### src/rtl/irig_b_pkg.sv
`default_nettype none
// ============================================================================
// Module      : irig_b_pkg
// Description : Shared IRIG-B constants, types and helpers. The encoder and
//               the decoder both import it, so both agree on frame layout.
// Revision    : 1.0 - initial release
// ============================================================================
package irig_b_pkg;

  // Default bit timing: a 10 ms bit at 100 MHz.
  localparam int DEF_BIT_CYCLES = 1_000_000;
  localparam int DEF_P_HIGH     = 800_000;
  localparam int DEF_ONE_HIGH   = 500_000;
  localparam int DEF_ZERO_HIGH  = 200_000;

  localparam int FRAME_BITS = 100;

  // Symbol types carried by one bit slot.
  typedef enum logic [1:0] {
    ZERO = 2'd0,
    ONE  = 2'd1,
    MARK = 2'd2
  } bit_type_t;

  // Encoder framing states.
  typedef enum logic [0:0] {
    IDLE = 1'b0,
    RUN  = 1'b1
  } enc_state_t;

  // P-marker positions 0, 9, 19, ... 99; bit 0 is the Pr reference marker.
  localparam logic [99:0] P_MASK = (100'd1 << 0)  | (100'd1 << 9)  |
                                   (100'd1 << 19) | (100'd1 << 29) |
                                   (100'd1 << 39) | (100'd1 << 49) |
                                   (100'd1 << 59) | (100'd1 << 69) |
                                   (100'd1 << 79) | (100'd1 << 89) |
                                   (100'd1 << 99);

  // First (LSB) position of every BCD field; fields are sent LSB first.
  localparam int SEC_UNITS_POS  = 1;
  localparam int SEC_TENS_POS   = 6;
  localparam int MIN_UNITS_POS  = 10;
  localparam int MIN_TENS_POS   = 15;
  localparam int HOUR_UNITS_POS = 20;
  localparam int HOUR_TENS_POS  = 25;
  localparam int DAY_UNITS_POS  = 30;
  localparam int DAY_TENS_POS   = 35;
  localparam int DAY_HUND_POS   = 40;
  localparam int YEAR_UNITS_POS = 50;
  localparam int YEAR_TENS_POS  = 55;

  // Time of day in exactly the BCD digits a frame carries.
  typedef struct packed {
    logic [3:0] sec_units;
    logic [2:0] sec_tens;
    logic [3:0] min_units;
    logic [2:0] min_tens;
    logic [3:0] hour_units;
    logic [1:0] hour_tens;
    logic [3:0] day_units;
    logic [3:0] day_tens;
    logic [1:0] day_hund;
    logic [3:0] year_units;
    logic [3:0] year_tens;
  } time_bcd_t;

  // Double-dabble conversion of 0..999 into three BCD digits.
  function automatic logic [11:0] bin_to_bcd(input logic [9:0] bin);
    logic [21:0] sh;
    sh = {12'd0, bin};
    for (int i = 0; i < 10; i++) begin
      if (sh[13:10] >= 4'd5) sh[13:10] = sh[13:10] + 4'd3;
      if (sh[17:14] >= 4'd5) sh[17:14] = sh[17:14] + 4'd3;
      if (sh[21:18] >= 4'd5) sh[21:18] = sh[21:18] + 4'd3;
      sh = sh << 1;
    end
    return sh[21:10];
  endfunction

  // Binary time of day to the frame's BCD digit set.
  function automatic time_bcd_t pack_time_bcd(input logic [6:0] sec,
                                               input logic [6:0] min,
                                               input logic [5:0] hour,
                                               input logic [9:0] day,
                                               input logic [7:0] year);
    time_bcd_t  r;
    logic [11:0] s, m, h, d, y;
    s = bin_to_bcd({3'd0, sec});
    m = bin_to_bcd({3'd0, min});
    h = bin_to_bcd({4'd0, hour});
    d = bin_to_bcd(day);
    y = bin_to_bcd({2'd0, year});
    r.sec_units  = s[3:0];
    r.sec_tens   = s[6:4];
    r.min_units  = m[3:0];
    r.min_tens   = m[6:4];
    r.hour_units = h[3:0];
    r.hour_tens  = h[5:4];
    r.day_units  = d[3:0];
    r.day_tens   = d[7:4];
    r.day_hund   = d[9:8];
    r.year_units = y[3:0];
    r.year_tens  = y[7:4];
    return r;
  endfunction

endpackage
`default_nettype wire

### src/rtl/irig_b_encoder_if.sv
`default_nettype none
// ============================================================================
// Module      : irig_b_encoder_if
// Description : Control, time-load and time-code output bundle of the
//               IRIG-B encoder. The master drives controls, the slave (the
//               encoder) drives the time code and framing status.
// Revision    : 1.0 - initial release
// ============================================================================
interface irig_b_encoder_if;
  logic       enable;
  logic       time_load;
  logic [6:0] ld_second;
  logic [6:0] ld_minute;
  logic [5:0] ld_hour;
  logic [9:0] ld_day;
  logic [7:0] ld_year;
  logic       irig_b;
  logic       frame_start;
  logic       bit_strobe;
  logic [6:0] bit_index;
  logic       busy;

  modport master (
    output enable, time_load, ld_second, ld_minute, ld_hour, ld_day, ld_year,
    input  irig_b, frame_start, bit_strobe, bit_index, busy
  );

  modport slave (
    input  enable, time_load, ld_second, ld_minute, ld_hour, ld_day, ld_year,
    output irig_b, frame_start, bit_strobe, bit_index, busy
  );
endinterface
`default_nettype wire

### src/rtl/irig_b_time_counter.sv
`default_nettype none
// ============================================================================
// Module      : irig_b_time_counter
// Description : Loadable binary time-of-day counter with cascaded rollover
//               and the year%4 leap-day rule. A load beats an increment.
// Revision    : 1.0 - initial release
// ============================================================================
module irig_b_time_counter (
  input  logic       sys_clk,
  input  logic       sys_rst_n,
  input  logic       load,
  input  logic       inc,
  input  logic [6:0] ld_second,
  input  logic [6:0] ld_minute,
  input  logic [5:0] ld_hour,
  input  logic [9:0] ld_day,
  input  logic [7:0] ld_year,
  output logic [6:0] second,
  output logic [6:0] minute,
  output logic [5:0] hour,
  output logic [9:0] day,
  output logic [7:0] year
);

  logic [6:0] second_q, second_d;
  logic [6:0] minute_q, minute_d;
  logic [5:0] hour_q, hour_d;
  logic [9:0] day_q, day_d;
  logic [7:0] year_q, year_d;
  logic [9:0] day_last;

  // Last day of the current year; out-of-range values wrap as if at the end.
  assign day_last = (year_q[1:0] == 2'b00) ? 10'd366 : 10'd365;

  // Load or one-second advance with carries rippling second -> year.
  always_comb begin
    second_d = second_q;
    minute_d = minute_q;
    hour_d   = hour_q;
    day_d    = day_q;
    year_d   = year_q;
    if (load) begin
      second_d = ld_second;
      minute_d = ld_minute;
      hour_d   = ld_hour;
      day_d    = ld_day;
      year_d   = ld_year;
    end else if (inc) begin
      if (second_q >= 7'd59) begin
        second_d = 7'd0;
        if (minute_q >= 7'd59) begin
          minute_d = 7'd0;
          if (hour_q >= 6'd23) begin
            hour_d = 6'd0;
            if (day_q >= day_last) begin
              day_d  = 10'd1;
              year_d = (year_q >= 8'd99) ? 8'd0 : year_q + 8'd1;
            end else begin
              day_d = day_q + 10'd1;
            end
          end else begin
            hour_d = hour_q + 6'd1;
          end
        end else begin
          minute_d = minute_q + 7'd1;
        end
      end else begin
        second_d = second_q + 7'd1;
      end
    end
  end

  // Time registers; reset to 00:00:00 on day 1 of year 0.
  always_ff @(posedge sys_clk or negedge sys_rst_n) begin
    if (!sys_rst_n) begin
      second_q <= 7'd0;
      minute_q <= 7'd0;
      hour_q   <= 6'd0;
      day_q    <= 10'd1;
      year_q   <= 8'd0;
    end else begin
      second_q <= second_d;
      minute_q <= minute_d;
      hour_q   <= hour_d;
      day_q    <= day_d;
      year_q   <= year_d;
    end
  end

  assign second = second_q;
  assign minute = minute_q;
  assign hour   = hour_q;
  assign day    = day_q;
  assign year   = year_q;

endmodule
`default_nettype wire

### src/rtl/irig_b_encoder.sv
`default_nettype none
// ============================================================================
// Module      : irig_b_encoder
// Description : IRIG-B DC-level-shift time-code generator. Emits one 100-bit
//               frame per second from a self-advancing time-of-day counter.
//               All outputs are flops, one cycle behind the bit/cycle
//               counters; the time counter and shadow follow the output
//               timeline so a load on the visible last clock of bit 99 lands
//               in the next frame.
// Revision    : 1.0 - initial release
// ============================================================================
module irig_b_encoder
  import irig_b_pkg::*;
#(
  parameter int BIT_CYCLES = DEF_BIT_CYCLES,
  parameter int P_HIGH     = DEF_P_HIGH,
  parameter int ONE_HIGH   = DEF_ONE_HIGH,
  parameter int ZERO_HIGH  = DEF_ZERO_HIGH
) (
  input  logic              sys_clk,
  input  logic              sys_rst_n,
  irig_b_encoder_if.slave   bus
);

  localparam int             CW       = (BIT_CYCLES > 1) ? $clog2(BIT_CYCLES) : 1;
  localparam logic [CW-1:0]  CYC_LAST = CW'(BIT_CYCLES - 1);
  localparam logic [6:0]     LAST_BIT = 7'(FRAME_BITS - 1);

  enc_state_t    state_q, state_d;
  logic [CW-1:0] cyc_q, cyc_d;
  logic [6:0]    bit_q, bit_d;
  time_bcd_t     shadow_q, shadow_d;
  logic          irig_b_q, irig_b_d;
  logic          frame_start_q, frame_start_d;
  logic          bit_strobe_q, bit_strobe_d;
  logic [6:0]    bit_index_q, bit_index_d;
  logic          busy_q, busy_d;
  logic          last_clk_q, last_clk_d;

  logic [99:0]   frame_bits;
  bit_type_t     bit_type;
  logic [CW-1:0] high_len;

  logic [6:0]    tc_second;
  logic [6:0]    tc_minute;
  logic [5:0]    tc_hour;
  logic [9:0]    tc_day;
  logic [7:0]    tc_year;

  irig_b_time_counter u_time_counter (
    .sys_clk   (sys_clk),
    .sys_rst_n (sys_rst_n),
    .load      (bus.time_load),
    .inc       (last_clk_q),
    .ld_second (bus.ld_second),
    .ld_minute (bus.ld_minute),
    .ld_hour   (bus.ld_hour),
    .ld_day    (bus.ld_day),
    .ld_year   (bus.ld_year),
    .second    (tc_second),
    .minute    (tc_minute),
    .hour      (tc_hour),
    .day       (tc_day),
    .year      (tc_year)
  );

  // Lay the shadowed BCD digits out at their frame positions.
  always_comb begin
    frame_bits = '0;
    frame_bits[SEC_UNITS_POS  +: 4] = shadow_q.sec_units;
    frame_bits[SEC_TENS_POS   +: 3] = shadow_q.sec_tens;
    frame_bits[MIN_UNITS_POS  +: 4] = shadow_q.min_units;
    frame_bits[MIN_TENS_POS   +: 3] = shadow_q.min_tens;
    frame_bits[HOUR_UNITS_POS +: 4] = shadow_q.hour_units;
    frame_bits[HOUR_TENS_POS  +: 2] = shadow_q.hour_tens;
    frame_bits[DAY_UNITS_POS  +: 4] = shadow_q.day_units;
    frame_bits[DAY_TENS_POS   +: 4] = shadow_q.day_tens;
    frame_bits[DAY_HUND_POS   +: 2] = shadow_q.day_hund;
    frame_bits[YEAR_UNITS_POS +: 4] = shadow_q.year_units;
    frame_bits[YEAR_TENS_POS  +: 4] = shadow_q.year_tens;
  end

  // Classify the current bit and pick its high time.
  always_comb begin
    if (P_MASK[bit_q])           bit_type = MARK;
    else if (frame_bits[bit_q])  bit_type = ONE;
    else                         bit_type = ZERO;
    case (bit_type)
      MARK:    high_len = CW'(P_HIGH);
      ONE:     high_len = CW'(ONE_HIGH);
      default: high_len = CW'(ZERO_HIGH);
    endcase
  end

  // Framing FSM: next state, bit/cycle counters and next output values.
  always_comb begin
    state_d       = state_q;
    cyc_d         = cyc_q;
    bit_d         = bit_q;
    irig_b_d      = 1'b0;
    frame_start_d = 1'b0;
    bit_strobe_d  = 1'b0;
    busy_d        = 1'b0;
    last_clk_d    = 1'b0;
    bit_index_d   = bit_q;
    case (state_q)
      IDLE: begin
        if (bus.enable) begin
          state_d = RUN;
          cyc_d   = '0;
          bit_d   = 7'd0;
        end
      end
      RUN: begin
        busy_d        = 1'b1;
        irig_b_d      = (cyc_q < high_len);
        bit_strobe_d  = (cyc_q == '0);
        frame_start_d = (cyc_q == '0) && (bit_q == 7'd0);
        if (cyc_q == CYC_LAST) begin
          cyc_d = '0;
          if (bit_q == LAST_BIT) begin
            // Frames always run to completion; enable only gates the next one.
            bit_d      = 7'd0;
            last_clk_d = 1'b1;
            if (!bus.enable) state_d = IDLE;
          end else begin
            bit_d = bit_q + 7'd1;
          end
        end else begin
          cyc_d = cyc_q + CW'(1);
        end
      end
      default: state_d = IDLE;
    endcase
  end

  // Snapshot the time counter as BCD on the visible frame_start clock.
  always_comb begin
    shadow_d = shadow_q;
    if (frame_start_q) begin
      shadow_d = pack_time_bcd(tc_second, tc_minute, tc_hour, tc_day, tc_year);
    end
  end

  // State, counters, shadow and output flops.
  always_ff @(posedge sys_clk or negedge sys_rst_n) begin
    if (!sys_rst_n) begin
      state_q       <= IDLE;
      cyc_q         <= '0;
      bit_q         <= 7'd0;
      shadow_q      <= '0;
      irig_b_q      <= 1'b0;
      frame_start_q <= 1'b0;
      bit_strobe_q  <= 1'b0;
      bit_index_q   <= 7'd0;
      busy_q        <= 1'b0;
      last_clk_q    <= 1'b0;
    end else begin
      state_q       <= state_d;
      cyc_q         <= cyc_d;
      bit_q         <= bit_d;
      shadow_q      <= shadow_d;
      irig_b_q      <= irig_b_d;
      frame_start_q <= frame_start_d;
      bit_strobe_q  <= bit_strobe_d;
      bit_index_q   <= bit_index_d;
      busy_q        <= busy_d;
      last_clk_q    <= last_clk_d;
    end
  end

  assign bus.irig_b      = irig_b_q;
  assign bus.frame_start = frame_start_q;
  assign bus.bit_strobe  = bit_strobe_q;
  assign bus.bit_index   = bit_index_q;
  assign bus.busy        = busy_q;

endmodule
`default_nettype wire

### src/flat_wrapper.sv
// flat-port wrapper written by rule: the top's interface ports become plain ports
module irig_b_encoder_flat import irig_b_pkg::*;
#(
  parameter int BIT_CYCLES = DEF_BIT_CYCLES,
  parameter int P_HIGH     = DEF_P_HIGH,
  parameter int ONE_HIGH   = DEF_ONE_HIGH,
  parameter int ZERO_HIGH  = DEF_ZERO_HIGH
)
  (sys_clk, sys_rst_n, bus_enable, bus_time_load, bus_ld_second, bus_ld_minute, bus_ld_hour, bus_ld_day, bus_ld_year, bus_irig_b, bus_frame_start, bus_bit_strobe, bus_bit_index, bus_busy);
  irig_b_encoder_if bus_i ();
  input  logic sys_clk;
  input  logic sys_rst_n;
  input wire logic [$bits(bus_i.enable)-1:0] bus_enable;
  input wire logic [$bits(bus_i.time_load)-1:0] bus_time_load;
  input wire logic [$bits(bus_i.ld_second)-1:0] bus_ld_second;
  input wire logic [$bits(bus_i.ld_minute)-1:0] bus_ld_minute;
  input wire logic [$bits(bus_i.ld_hour)-1:0] bus_ld_hour;
  input wire logic [$bits(bus_i.ld_day)-1:0] bus_ld_day;
  input wire logic [$bits(bus_i.ld_year)-1:0] bus_ld_year;
  output wire logic [$bits(bus_i.irig_b)-1:0] bus_irig_b;
  output wire logic [$bits(bus_i.frame_start)-1:0] bus_frame_start;
  output wire logic [$bits(bus_i.bit_strobe)-1:0] bus_bit_strobe;
  output wire logic [$bits(bus_i.bit_index)-1:0] bus_bit_index;
  output wire logic [$bits(bus_i.busy)-1:0] bus_busy;
  assign bus_i.enable = bus_enable;
  assign bus_i.time_load = bus_time_load;
  assign bus_i.ld_second = bus_ld_second;
  assign bus_i.ld_minute = bus_ld_minute;
  assign bus_i.ld_hour = bus_ld_hour;
  assign bus_i.ld_day = bus_ld_day;
  assign bus_i.ld_year = bus_ld_year;
  assign bus_irig_b = bus_i.irig_b;
  assign bus_frame_start = bus_i.frame_start;
  assign bus_bit_strobe = bus_i.bit_strobe;
  assign bus_bit_index = bus_i.bit_index;
  assign bus_busy = bus_i.busy;
  irig_b_encoder #(.BIT_CYCLES(BIT_CYCLES), .P_HIGH(P_HIGH), .ONE_HIGH(ONE_HIGH), .ZERO_HIGH(ZERO_HIGH)) u_core (.sys_clk(sys_clk), .sys_rst_n(sys_rst_n), .bus(bus_i));
endmodule
### config.mk
export PLATFORM = sky130hd
export DESIGN_NAME = irig_b_encoder_flat
export DESIGN_NICKNAME = d
export VERILOG_FILES = /design/src/rtl/irig_b_pkg.sv /design/src/rtl/irig_b_encoder_if.sv /design/src/rtl/irig_b_time_counter.sv /design/src/rtl/irig_b_encoder.sv /design/src/flat_wrapper.sv
export SDC_FILE = /design/constraint.sdc
export NUM_CORES = 1
export LEC_CHECK = 0
export ABC_CLOCK_PERIOD_IN_PS = 8900
export CAP_MARGIN = 15
export CORE_ASPECT_RATIO = 0.8
export CORE_MARGIN = 3
export CORE_UTILIZATION = 40
export DETAILED_ROUTE_END_ITERATION = 12
export GPL_TIMING_DRIVEN = 0
export PLACE_DENSITY_LB_ADDON = 0.08
export SLEW_MARGIN = 20
export SYNTH_ARGS = -nofsm -noshare
export SYNTH_HDL_FRONTEND = slang
export SYNTH_SLANG_ARGS = --single-unit
### constraint.sdc
create_clock -name sys_clk -period 8.9 [get_ports sys_clk]
set_input_delay 0.89 -clock sys_clk [delete_from_list [all_inputs] [get_ports sys_clk]]
set_output_delay 0.89 -clock sys_clk [all_outputs]
set_load 0.03 [all_outputs]
Word-level counts from Yosys, hierarchy flattened
Memories as Yosys holds them, arrays and structs flattened.
Index checks and enable logic that the tools add are counted.
W data, S select, Z words.

cells by class
  bitwise gates (word level) = 1
  reductions and logical operators = 14
  $add $sub $neg = 82
  muxes and demuxes = 190
  order comparisons = 82
  equality and inequality tests = 6

operators with widths
  cell                     number
  $mux W4                  83
  $ge A4 B3 Y1 const B     74
  $add A4 B2 Y4 const B    43
  $mux W3                  53
  $add A3 B2 Y3 const B    27
  $pmux W20 S2             2
  $mux W7                  10
  $mux W10                 6
  $mux W8                  7
  $mux W20                 2
  $mux W6                  5
  $add A7 B1 Y7 const B    3
  $add A20 B1 Y20 const B  1
  $eq A20 B20 Y1 const B   1
  $logic_not A20 Y1        1
  $lt A20 B20 Y1           1
  $mux W1                  15
  $ge A7 B6 Y1 const B     2
  $pmux W7 S2              1
  $add A10 B1 Y10 const B  1
  $ge A10 B9 Y1            1
  $reduce_bool A2 Y1       5
  $add A8 B1 Y8 const B    1
  $ge A8 B7 Y1 const B     1
  22 further kinds         29

word-level totals
  memory bits (read-only) = 128
  output and inout port bits = 11
  memories kept = 1
  word-level logic and storage cells = 401
  bits of input ports = 42
  flip-flop bits (word level) = 116

memory list
  memory           words  width  rd ports  clocked after memory_dff  wr ports  RTL line              text
  (no name shown)  128    1      1         0                         0         irig_b_encoder.sv:85  if (P_MASK[bit_q]) bit_type = MARK;

Longest topological paths before layout
Gate-level depths: netlist (run 1).

  depth after elaboration = 26
  mapped depth = 35

By module
From an unflattened synthesis (run 1), not the netlist that was laid out.

second synthesis, totals
  cells, all modules = 1,149
  area total of the unflattened synthesis = 9,776.9 µm²

by module, submodules not included
  module               instances  area each (µm²)  cells each
  irig_b_encoder       1          7,425.9          898
  irig_b_time_counter  1          2,351.0          251

Least setup slack after synthesis (run 1)
Ideal clock, no wire load.

  kind = reg-to-reg
  from = register u_core.u_time_counter.day_q[7] (netlist: u_core.u_time_counter.day[7])
  to = register u_core.shadow_q, in the netlist u_core.frame_bits[40]
  buffers on the path = 2
  setup slack = 2,055 ps
  library setup time = 104 ps
  clock period less this slack = 6,845 ps
  cell stages (with the launch flop) = 35
  required time = 8,796 ps
  arrival time = 6,742 ps
  cell sequence = dfrtp_1 -> buf_2 -> inv_1 -> ha_1 -> inv_1 -> ha_1 -> a21oi_4 -> xnor2_1 -> inv_1 -> ha_1 -> nand2b_1 -> and4_1 -> a2111oi_4 -> inv_2 -> ha_1 -> nand2b_1 -> and4_1 -> a21o_1 -> nand2b_1 -> ha_1 -> a21oi_1 -> a21oi_1 -> o211ai_1 -> nor2b_1 -> clkbuf_1 -> ha_1 -> o21ai_1 -> a311oi_2 -> mux2i_4 -> ha_1 -> inv_1 -> a21oi_1 -> o22a_1 -> or4b_1 -> o311ai_1

on the way
  longest elaborated chain between the ends = 20
  elaborated cells between the ends (all ways) = 47

ends and longest elaborated chain
  what                                                  RTL line                            text
  start, declared                                       irig_b_time_counter.sv:28           logic [9:0] day_q, day_d;
  start signal, assigned                                irig_b_time_counter.sv:85           day_q <= day_d;
  $add A4 B2 Y4 / $ge A4 B3 Y1 (equally long branches)  irig_b_pkg.sv:72                    if (sh[13:10] >= 4'd5) sh[13:10] = sh[13:10] + 4'd3;
  $mux W4 (*)                                           irig_b_pkg.sv:72
  $mux W4 (*)                                           irig_b_encoder.sv:140               if (frame_start_q) begin
  $add A4 B2 Y4, or another cell as far along           irig_b_pkg.sv:72
  $mux W4, on equally long branches                     irig_b_pkg.sv:72, irig_b_pkg.sv:73
  $mux W4                                               irig_b_encoder.sv:140
  $add A4 B2 Y4, or another cell as far along           irig_b_pkg.sv:72
  $mux W4, on equally long branches                     irig_b_pkg.sv:72, irig_b_pkg.sv:73
  (+4 left out)                                         --
  $add A4 B2 Y4, or another cell as far along           irig_b_pkg.sv:73                    if (sh[17:14] >= 4'd5) sh[17:14] = sh[17:14] + 4'd3;
  $mux W4, on equally long branches                     irig_b_pkg.sv:73, irig_b_pkg.sv:72
  $mux W4                                               irig_b_encoder.sv:140
  $add A4 B2 Y4, or another cell as far along           irig_b_pkg.sv:73
  $mux W4, on equally long branches                     irig_b_pkg.sv:73, irig_b_pkg.sv:72
  $mux W4                                               irig_b_encoder.sv:140
  $add A4 B2 Y4 / $ge A4 B3 Y1 (equally long branches)  irig_b_pkg.sv:73
  $mux W4 (*)                                           irig_b_pkg.sv:73
  end signal, assigned                                  irig_b_encoder.sv:162               shadow_q <= shadow_d;
  end, declared                                         irig_b_encoder.sv:32                time_bcd_t shadow_q, shadow_d;

Every way passes the cells marked *; elsewhere a longest branch is shown, timed or not. The select of a mux whose other input is x is not followed.
A chain may end at the register's enable or synchronous reset.

Final worst setup path (run 1)
Same ends and word-level chain as after synthesis.

==> metrics, run 1 <==
fin crit period 8163 ps; number of flops mapped to enable cells by yosys 0; initial antenna violation count 0; Die ar. around 27000 um^2; Syn. warnings 0; clk buf depth 2; Setup TNS Final 0 ps; critical path's largest stage delay 540 ps; routed len/inst 16.79 um; Antenna Violating Nets Remaining 0; Syn Area/Cell approximately 8.5 um^2; port buffer count 52; vias per inst 5.633; Setup CP Type flip-flop to flip-flop; synthesized flop and latch total 116; skew final 11.49 ps; Worst Hold Slack 411.5 ps; largest net degree at the start of global routing 60; Area Growth Syn to Fin 15.58%; final period utilization 0.9172; first-pass GRT wire length 43280 um; Core Rows 50; Least-Margin Pin Slew 950.7 ps; post-detail-place hpwl 19300 um; Ports 53; Slowest-stage cell, CP or4b_1; Worst-Skew Late Latency 420 ps; Worst Hold Class flip-flop to flip-flop; DR DRC count 0; Synth async-reset ratio 1.000; Worst Setup End Kind flip-flop; MaxCap Viol Count 0; Routed Wire Length 26020 um; vias in the first global route 8304; Worst Path Buf+Inv 7; Chip Width ~180 um; Post-CTS Setup Bufs 0; worst setup margin 736.5 ps; clk root buf clkbuf_16; fmax 0.1225 GHz; critical path peak fanout 9; crit path DAT 8470 ps; Final Wtd Congestion 0.8607; final hold vios 0; CTS clock-pin slew for the worst setup and hold paths 60 ps; Synth Cell Area 9844 um^2; Starting Density 0.4141; pre-CTS WS 905.4 ps; predominant post-synthesis flop cell dfrtp_1; Synth cell types 94; Critical Path Source Type flip-flop; Die Y 146.3 um; CTS hold repair buffers 0; CTS tree built; net count reported at finish 1353; Cells after Synth 1153; Total GRT Usage 0.1969; CP Data Required Time ~9200 ps; total congestion overflow 0; relative slew slack 0.3498; CP most frequent cell ha_1; drt initial violations 780; H-tree level count 4; iteration count of the initial detailed-routing pass 6; fraction of layout cells with a size suffix above 1 0.08569; Post-Syn Nets 1281; outcome complete, no violations; clock sinks 116; kind of cell adding the most delay to the critical path compound AO/OA/AOI/OAI gates; # resized after CTS 0; Final setup viols 0; detailed-route via count just under 9000; post-synthesis sequential area ratio 0.2950; RSZ-0062 raised after global routing false; diodes inserted 0; clock buffer count from CTS 17; core area 23770 um^2; fin. max-slew vios 0
## cell usage after synthesis (9+ instances only)
cell type  count  share of area
o211ai_1      11         0.0084
ha_1          86           0.11
dfrtp_1      115           0.29
nand3_1       25          0.013
inv_1         66          0.025
nor2b_1       29          0.018
nor2_1        93          0.035
a21o_1        12         0.0092
o22ai_1       12         0.0076
a22oi_1       11         0.0084
nand2b_1      24          0.015
nand2_1       92          0.035
a21boi_0      12         0.0092
mux2_2        28          0.032
a31oi_1       18          0.011
a32oi_1       13          0.012
and3_1        20          0.013
or3_1          9         0.0057
clkbuf_1      39          0.015
o21ai_0      121          0.062
a21oi_1       67          0.034
nor3_1        27          0.014
mux2i_1       28          0.028
xnor2_1       25          0.022
## flip-flops by register name, summed over array words and instances (netlist names)
signal / flops
u_core.state_q: 1
u_core.u_time_counter.hour: 6
u_core.cyc_q: 20
u_core.u_time_counter.day: 10
u_core.bus.busy: 1
u_core.bus.irig_b: 1
u_core.bus.bit_index: 7
u_core.bus.frame_start: 1
u_core.u_time_counter.minute: 7
u_core.frame_bits: 38
u_core.u_time_counter.year: 8
u_core.bit_index_d: 7
u_core.u_time_counter.second: 7
u_core.bus.bit_strobe: 1
u_core.last_clk_q: 1
## stage by stage
stage | util | std cells | instance area [um^2]
floorplan | - | 1153 | 9844
global placement | 0.4524 | 1517 | 10760
detailed placement | 0.4538 | 1518 | 10790
CTS | 0.4784 | 1549 | 11370
global route | 0.4786 | 1549 | 11380
finish | 0.4786 | 1549 | 11380
## per-layer routing
layer  global-route usage  up-vias  share of wire
met5                    0        -              0
met4              0.03692        0         0.0076
met3              0.02989       17          0.036
met2               0.2979      174           0.43
met1               0.2997     4134           0.53
li1                     -     4401              -
## worst paths after layout
path	from	to	slack (ps)	cells past startpoint
max	u_core.u_time_counter.day[7]	u_core.frame_bits[40]	740	34
min	u_core.bit_index_d[3]	u_core.bus.bit_index[3]	410	0
max reg2reg	u_core.u_time_counter.day[7]	u_core.frame_bits[40]	740	34
min reg2reg	u_core.bit_index_d[3]	u_core.bus.bit_index[3]	410	0
max in group asynchronous	sys_rst_n	u_core.u_time_counter.hour[2]	7790	2
min in group asynchronous	sys_rst_n	u_core.u_time_counter.day[9]	430	1
## cell families (layout without fill, tap and decap cells)
family	Yosys count	in the layout	share of synthesized area
mux	62	62	0.07422
simple gates	373	373	0.1901
xor+xnor	33	33	0.03279
buf+inv	116	200	0.04614
compound gates	367	367	0.2524
fa+ha+maj	86	86	0.1093
flops	116	116	0.2950
## cell usage in the layout (no fill, tap or decap), types with 20 or more instances in the layout
master           count
nor3_1              27
clkdlybuf4s50_1     51
and3_1              20
nand2_1             92
mux2i_1             28
nand3_1             25
a21oi_1             67
ha_1                86
o21ai_0            121
nor2_1              93
nor2b_1             29
nand2b_1            24
clkbuf_1            39
dfrtp_1            115
inv_1               66
mux2_2              28
xnor2_1             25
## cell type report
cell class	count	area (um^2)
multi-input cells	921	6491
well taps	312	390.4
clock buffers	19	452.9
plain buffers	47	195.2
clock inverters	12	132.6
flip-flops and latches	116	2904
inverters	69	259.0
fillers	2354	12390
repair buffers	53	553.0
Power of run 1 is left out: the tool's default activity adds up to more than one toggle a clock period on the data nets, which glitch-free logic cannot reach.
==> inputs of run 2 (changes only) <==
--- a/config.mk
+++ b/config.mk
@@ -6,7 +6,6 @@
 export NUM_CORES = 1
 export LEC_CHECK = 0
 export ABC_CLOCK_PERIOD_IN_PS = 8900
-export CAP_MARGIN = 15
 export CORE_ASPECT_RATIO = 0.8
 export CORE_MARGIN = 3
 export CORE_UTILIZATION = 40
==> results of run 2 <==
Final layout, timing and power as in run 1 (identical DEF).
Power of run 2 is left out for the same reason.
==> patch: new RTL, settings of run 2 <==
`HOUR_UNITS_POS`: 20 -> 30.
--- a/src/rtl/irig_b_pkg.sv
+++ b/src/rtl/irig_b_pkg.sv
@@ -41,7 +41,7 @@
   localparam int SEC_TENS_POS   = 6;
   localparam int MIN_UNITS_POS  = 10;
   localparam int MIN_TENS_POS   = 15;
-  localparam int HOUR_UNITS_POS = 20;
+  localparam int HOUR_UNITS_POS = 30;
   localparam int HOUR_TENS_POS  = 25;
   localparam int DAY_UNITS_POS  = 30;
   localparam int DAY_TENS_POS   = 35;
Behaviour: same outputs for any inputs over 10 cycles, from zero or initial values and one cycle with sys_rst_n low; that may be too few to reach the edited logic, so the function may still have changed.
==> patch against run 2 <==
  * Critical path type unchanged
  * First-iteration DRC count down 32%
  * Design area shrank 5.2%
  * Via count down 2.5%
  * Synthesized cell count shrank 0.95%
  * Synthesized area decreased by 3.1%
  * Setup slack better by 110 ps
  * Sequential cell count shrank 4
  * Sequential share of layout area is 0.48 points higher
  * Final cell count down 2.1%
  * Routed wire length shrank 4.2%
  * Hold slack lost 20 ps
  * Largest cell class unchanged
==> patch: results (changes against run 2) <==
INFO  metric result_of_the_run = finished, final reports clean
INFO  metric dp_hpwl = 18.8 mm (-2.7%)
INFO  metric num_tap_cells = 306 (-1.9%)
INFO  metric critical_path.max_fanout = 10 (+1)
INFO  metric post_route_cells_drive_above_1_share = 0.0793 (-0.00642)
INFO  metric worst_slack_after_detailed_placement = 766 ps (-139 ps)
INFO  metric gp_routability_congestion = 0.917 (+6.5%)
INFO  metric netlist-cell-type-count = 91 (-3.2%)
INFO  metric post-place-cells = 1,501 (-1.1%)
INFO  metric layout.buffer.nonclock.area_share = 0.0690 (+0.00327)
INFO  metric met1_length = 13.6 mm (-0.70%)
INFO  metric path_clk_slew = 80 ps (+20 ps)
INFO  metric largest_register_ffs = 34 (-11%)
INFO  metric drt_first_pass_iters = 4 (-2)
INFO  metric final.signal_inverter_count = 72 (+4.3%)
INFO  metric num-nonclk-buffers = 98 (-2.0%)
INFO  metric netlist_top_cells_count = sky130_fd_sc_hd__o21ai_0 (114), sky130_fd_sc_hd__dfrtp_1 (111), sky130_fd_sc_hd__nand2_1 (100)
INFO  metric met3_usage = 0.0262 (-0.00364)
INFO  metric finalClockSkew = 19.2 ps (+7.68 ps)
INFO  metric layout.clock_buffers = 10 (-9)
INFO  metric wl_per_cell = 16.4 um (-2.2%)
INFO  metric grt.met2_usage = 0.291 (-0.00696)
INFO  metric synth_top_cells_by_area = sky130_fd_sc_hd__dfrtp_1 (29%), sky130_fd_sc_hd__ha_1 (11%), sky130_fd_sc_hd__o21ai_0 (6.0%)
INFO  metric fill_cells = 2,297 (-2.4%)
INFO  metric grt_use_total = 0.199 (+0.00230)
INFO  metric worst_ep_arrival_time = 8340 ps (-130 ps)
INFO  metric ys_seq_elements = 112 (-3.4%)
INFO  metric synth-seq-area-share = 0.294 (-0.00121)
INFO  metric wl_met2 = 10.3 mm (-7.9%)
INFO  metric clock_tree_area_fraction = 0.0282 (-0.0233)
INFO  metric placedInstanceArea = 10,500 um2 (-2.9%)
INFO  metric first_pass_grt_wire_length = 41.7 mm (-3.6%)
INFO  metric worst_path_largest_cell_delay = 520 ps (-20 ps)
INFO  metric post_synth_mux_area_share = 0.0711 (-0.00317)
INFO  metric detailed_route_via_count = 8,510 (-2.5%)
INFO  metric avgSynthCellArea = 8.36 um2 (-2.1%)
INFO  metric post_synth_xor_area_fraction = 0.0328 (about the same)
INFO  metric wl_met3 = 760 um (-20%)
INFO  metric initialDrtViolationCount = 527 (-32%)
INFO  metric area_delta_synth_final = 13.0%
INFO  metric multi_input_area = 6280 um2 (-3.3%)
INFO  metric worst-slew-pin-transition = 875 ps (-75.8 ps)
==> patch: cell count changes in the layout (fill, tap and decap cells not counted), sizes merged, moves of 6 or more <==
cell / delta
clkbuf: -15
inv: +6
mux2i: +7
nand2: +7
nand2b: -7
nand3: +11
nand4: +7
nor2b: -12
nor3: +7
==> patch: final timing paths <==
| kind | to | slack [ps] | depth (start not counted) |
|---|---|---|---|
| worst max-delay path | u_core.frame_bits[40] | 850 | 32 |
| worst min-delay path | u_core.bus.bit_index[3] | 390 | 0 |
| worst max register to register | u_core.frame_bits[40] | 850 | 32 |
| worst min register to register | u_core.bus.bit_index[3] | 390 | 0 |
| max in group asynchronous | u_core.frame_bits[3] | 7750 | 2 |
| min in group asynchronous | u_core.cyc_q[14] | 450 | 1 |
==> patch: worst max-delay path: cells and delay by family (launching register included) <==
kind,cells,cell delay [ps]
AOI/OAI and AO/OA,12,3100
adders and majority gates,7,1850
and+or+nand+nor,6,1310
buffers and inverters,4,560
xor gates and xnor gates,2,490
DFF,1,450
muxes,1,210
